===== src/rtl/sipo_deserializer.sv =====
// Purpose : serial-in/parallel-out deserializer; collects FRAME_LEN sampled bits into an OUTPUT_WIDTH word.
// Latency : data/data_valid update on the edge that samples the last bit of a frame (registered, visible next cycle).
// Backpressure: none; shift_en gates sampling, sync restarts the frame, data_valid is a one-cycle pulse.
//
// Ports:
//   clk        - single clock, all state changes on rising edge
//   rst_n      - asynchronous active-low reset
//   shift_en   - sample serial_in on this edge
//   serial_in  - serial data bit
//   sync       - frame restart, discards any partial frame
//   data       - last completed word (held between completions)
//   data_valid - one-cycle pulse, data just updated
//   busy       - registered, high while a frame is partially received
//   parity_err - (SIPO_PARITY_EN only) XOR of the data bits and the trailing even-parity bit
//
// Optional feature macro: SIPO_PARITY_EN adds one even-parity bit per frame and the parity_err output.

module sipo_deserializer #(
    parameter int   OUTPUT_WIDTH = 8,
    parameter int   MSB_FIRST    = 1,
    parameter logic VALUE_PULL   = 1'b0
) (
    input  logic                    clk,
    input  logic                    rst_n,
    input  logic                    shift_en,
    input  logic                    serial_in,
    input  logic                    sync,
    output logic [OUTPUT_WIDTH-1:0] data,
    output logic                    data_valid,
`ifdef SIPO_PARITY_EN
    output logic                    parity_err,
`endif
    output logic                    busy
);

`ifdef SIPO_PARITY_EN
    localparam int FRAME_LEN = OUTPUT_WIDTH + 1;
`else
    localparam int FRAME_LEN = OUTPUT_WIDTH;
`endif
    localparam int                    CNT_W    = $clog2(FRAME_LEN);
    localparam logic [CNT_W-1:0]      LAST_CNT = CNT_W'(FRAME_LEN - 1);
    localparam logic [OUTPUT_WIDTH-1:0] FILL   = {OUTPUT_WIDTH{VALUE_PULL}};

    typedef enum logic {
        IDLE = 1'b0,
        RECV = 1'b1
    } state_t;

    state_t                    state_q, state_d;
    logic [CNT_W-1:0]          cnt_q, cnt_d;
    logic [OUTPUT_WIDTH-1:0]   sr_q, sr_d;
    logic [OUTPUT_WIDTH-1:0]   data_q, data_d;
    logic                      data_valid_q, data_valid_d;
`ifdef SIPO_PARITY_EN
    logic                      parity_err_q, parity_err_d;
`endif

    logic [OUTPUT_WIDTH-1:0]   base_sr;
    logic [OUTPUT_WIDTH-1:0]   shifted;

    always_ff @(posedge clk or negedge rst_n) begin
        if (!rst_n) begin
            state_q      <= IDLE;
            cnt_q        <= '0;
            sr_q         <= FILL;
            data_q       <= FILL;
            data_valid_q <= 1'b0;
`ifdef SIPO_PARITY_EN
            parity_err_q <= 1'b0;
`endif
        end else begin
            state_q      <= state_d;
            cnt_q        <= cnt_d;
            sr_q         <= sr_d;
            data_q       <= data_d;
            data_valid_q <= data_valid_d;
`ifdef SIPO_PARITY_EN
            parity_err_q <= parity_err_d;
`endif
        end
    end

    always_comb begin
        cnt_d        = cnt_q;
        sr_d         = sr_q;
        data_d       = data_q;
        data_valid_d = 1'b0;
`ifdef SIPO_PARITY_EN
        parity_err_d = parity_err_q;
`endif

        // A sync on a sampling edge starts the new frame from a clean register,
        // so the sampled bit is shifted into the fill pattern rather than the stale frame.
        base_sr = sync ? FILL : sr_q;
        if (MSB_FIRST != 0) begin
            shifted = {base_sr[OUTPUT_WIDTH-2:0], serial_in};
        end else begin
            shifted = {serial_in, base_sr[OUTPUT_WIDTH-1:1]};
        end

        if (shift_en) begin
            if (sync) begin
                sr_d  = shifted;
                cnt_d = CNT_W'(1);
            end else if (cnt_q == LAST_CNT) begin
                data_valid_d = 1'b1;
                cnt_d        = '0;
                sr_d         = FILL;
`ifdef SIPO_PARITY_EN
                // Last bit is the parity bit: the data bits are already complete in sr_q.
                data_d       = sr_q;
                parity_err_d = (^sr_q) ^ serial_in;
`else
                data_d       = shifted;
`endif
            end else begin
                sr_d  = shifted;
                cnt_d = cnt_q + CNT_W'(1);
            end
        end else if (sync) begin
            cnt_d = '0;
            sr_d  = FILL;
        end

        state_d = (cnt_d != '0) ? RECV : IDLE;
    end

    assign data       = data_q;
    assign data_valid = data_valid_q;
    assign busy       = (state_q == RECV);
`ifdef SIPO_PARITY_EN
    assign parity_err = parity_err_q;
`endif

endmodule


===== config.mk =====
export PLATFORM = sky130hd
export DESIGN_NAME = sipo_deserializer
export DESIGN_NICKNAME = d
export VERILOG_FILES = /design/src/rtl/sipo_deserializer.sv
export SDC_FILE = /design/constraint.sdc
export NUM_CORES = 1
export LEC_CHECK = 0
export CAP_MARGIN = 10
export CORE_MARGIN = 5
export CORE_UTILIZATION = 49
export DETAILED_ROUTE_END_ITERATION = 12
export PLACE_DENSITY = 0.75
export SLEW_MARGIN = 40
export SYNTH_ARGS = -nofsm -noshare
export SYNTH_HDL_FRONTEND = slang
export SYNTH_SLANG_ARGS = --single-unit

===== constraint.sdc =====
create_clock -name clk -period 2 [get_ports clk]
set_input_delay 0.4 -clock clk [delete_from_list [all_inputs] [get_ports clk]]
set_output_delay 0.4 -clock clk [all_outputs]
set_load 0.02 [all_outputs]

==> reports/summary.txt <==
VDD IR-drop max: 0.472 mV
Post-synth top cells: 20 x dfrtp_1, 8 x mux2_2, 6 x a21oi_1, 5 x nand2b_1, 5 x nor2_1
H-tree depth: 1
ranking of synthesized cells by area: dfrtp_1 60%, mux2_2 11%, nand2b_1 3.7%
initial antenna violation count: 0
largest net degree at the start of global routing: 21
Post-CTS Setup Inserts: 0
critical path cell sequence: ha_1, ha_1, o21bai_1, a22o_1, or3_1
Slew headroom: 80.3%
via count: 532
Startpoint Class: register
clock tree sinks: 20
hold_buf cts: 0
Yosys top cell area share: 60.0%
Buffers on Ports: 14
FILL cells: 138
number of global-route vias before repair: 551
Final Max Tran Viols: 0
clk root buf: clkbuf_4
share of layout cells above drive strength 1: 18.5%
wire length per cell: 13.1 um
Primary FF master, synth: dfrtp_1
fraction of the cycle the final worst path needs: 82.6%
Pwr Density: 657 mW/mm^2
Final Total Pwr: 670 uW
post-detail-place hpwl: 956 um
Detail Route Antenna Nets: 0
Routability Congestion: 0.728
Ant. Diodes: 0
syn nets: 71
Final Hold Fails: 0
max cap viols: 0
crit path max fanout: 8
Clk Latency, worst-skew pair: 0.29 ns
initial core utilization: 50.0%
nets@finish: 90
Yosys Warn Count: 0
post-CTS sizing: 0
crit path buf inv count: 0
drt total wl: 1.29 mm
# IOs: 15
status: finished clean
register area: 500 sq um
EDFF count, synth: 0
crit-path max cell delay: 0.39 ns
CP Data Required Time: 2.18 ns
sequential fraction of the synthesis area: 60.0%
Core Util, Final: 61.0%
ys async rst share: 100%
area of the multi-input gates: 309 sq um
Crit-path slowest cell: dfrtp_1
CTS tree: done
post-synthesis register bit count: 20
Max Root-Sink Buffers: 2
Setup crit end kind: register
Mean Syn Cell Area: 13.0 sq um
first-pass GRT wire length: 2.39 mm
Hold Crit Class: in -> async
RSZ-0062 raised after global routing: no
measured slew at the worst slew-check pin: 0.295 ns
post-synth top area cell: dfrtp_1
synth-to-layout area growth: 22.2%
TritonCTS buffer count: 3
clock skew: 0.00178 ns
area of the core: 0.00167 sq mm
die area: 0.00263 sq mm
Congestion Overflow GR: 0
DRT iter0 DRCs: 4
GR Util All Layers: 12.1%
Clock Pin Slew Worst Setup and Hold Paths: 0.10 ns
count leader, synth: dfrtp_1
fmax: 0.605 GHz
Leak: 0.000493 uW
die height: 51.3 um
# DRC: 0
Final min period: 1.65 ns
CP Class: reg -> reg
vias per inst: 5.43
cell mode on critical path: ha_1
Distinct cells, synth: 18
TritonRoute pass-1 iters: 3
setup TNS: 0 ns
Worst EP arrival: 1.83 ns
Synth Cell Area: 835 sq um
Final Setup Violations: 0
num rows: 15
Syn Inst Count: 64
CP top delay family: adder cells
Die X: 51.3 um
-- metal layers --
layer | track usage, % | share of wire (%) | vias to the layer above
met4 | 6.11 | 2.3 | 0
met5 | 0 | 0 | -
li1 | - | - | 260
met2 | 18.7 | 47 | 11
met1 | 15.2 | 46 | 257
met3 | 4.08 | 4.7 | 4
-- power breakdown --
part	internal [uW]	switching, uW	total, uW
combinational	33.5	33.8	67.3
clock	70.1	109	179
sequential	416	7.19	424
-- worst register-to-register path: cells and delay by family (launching register included) --
kind / cells / cell delay, ns
adder cells (fa/ha/maj): 2 / 0.45
AND/OR/NAND/NOR: 1 / 0.34
flip-flops: 1 / 0.39
AO/OA/AOI/OAI: 2 / 0.35
-- kinds of logic (layout without fill, tap and decap cells) --
logic type	count (synthesis)	in the layout	synth area share (%)
buf+inv	4	21	3.00
mux	10	10	13.2
fa+ha+maj	2	2	3.00
flops	20	20	60.0
compound gates	9	9	6.75
simple gates	19	19	14.1
-- layout make-up --
cell class              instances  area share, %
clock buffers                   3           2.21
flip-flops and latches         20           49.1
inverters                       1          0.368
multi-input cells              40           30.3
repair buffers                 17           16.0
well taps                      17           2.09
-- flip-flops by register name, indices dropped and copies added, names as in the netlist --
| register | flops |
|---|---|
| data_valid | 1 |
| sr_q | 7 |
| cnt_q | 3 |
| busy | 1 |
| data | 8 |
-- per-stage QoR --
stage	area, sq um	setup WS, ns	hold slack, ns	cells
2_1_floorplan	835	0.507	0.104	64
3_3_place_gp	997	0.199	0.487	95
3_5_place_dp	997	0.161	0.494	95
4_1_cts	1020	0.334	0.443	98
5_1_grt	1020	0.254	0.470	98
6_report	1020	0.347	0.442	98
-- worst paths after layout --
check | cells after the start | end | from | slack [ns]
min in group clk | 1 | data[7]$_DFFE_PN0P_ | data[7]$_DFFE_PN0P_ | 0.51
worst max-delay path | 5 | busy$_DFF_PN0_ | cnt_q[0]$_DFF_PN0_ | 0.35
max in group asynchronous | 2 | data[2]$_DFFE_PN0P_ | rst_n | 1.36
worst min-delay path | 2 | data[3]$_DFFE_PN0P_ | rst_n | 0.44
worst min register to register | 1 | data[7]$_DFFE_PN0P_ | data[7]$_DFFE_PN0P_ | 0.51
worst max register to register | 5 | busy$_DFF_PN0_ | cnt_q[0]$_DFF_PN0_ | 0.35
-- layout by cell type, fill, tap and decap left out --
cell type / instances
and2b_1: 1
a22o_1: 1
mux2i_1: 2
a21oi_1: 6
nor2b_1: 2
nand3b_1: 4
inv_1: 1
nand2b_1: 5
o21bai_1: 1
clkbuf_4: 3
or3_1: 1
nor2_1: 5
nand3b_2: 1
ha_1: 2
dfrtp_1: 20
clkdlybuf4s50_1: 14
buf_4: 3
a32o_1: 1
mux2_2: 8
Power figures use the tool's default switching activity.
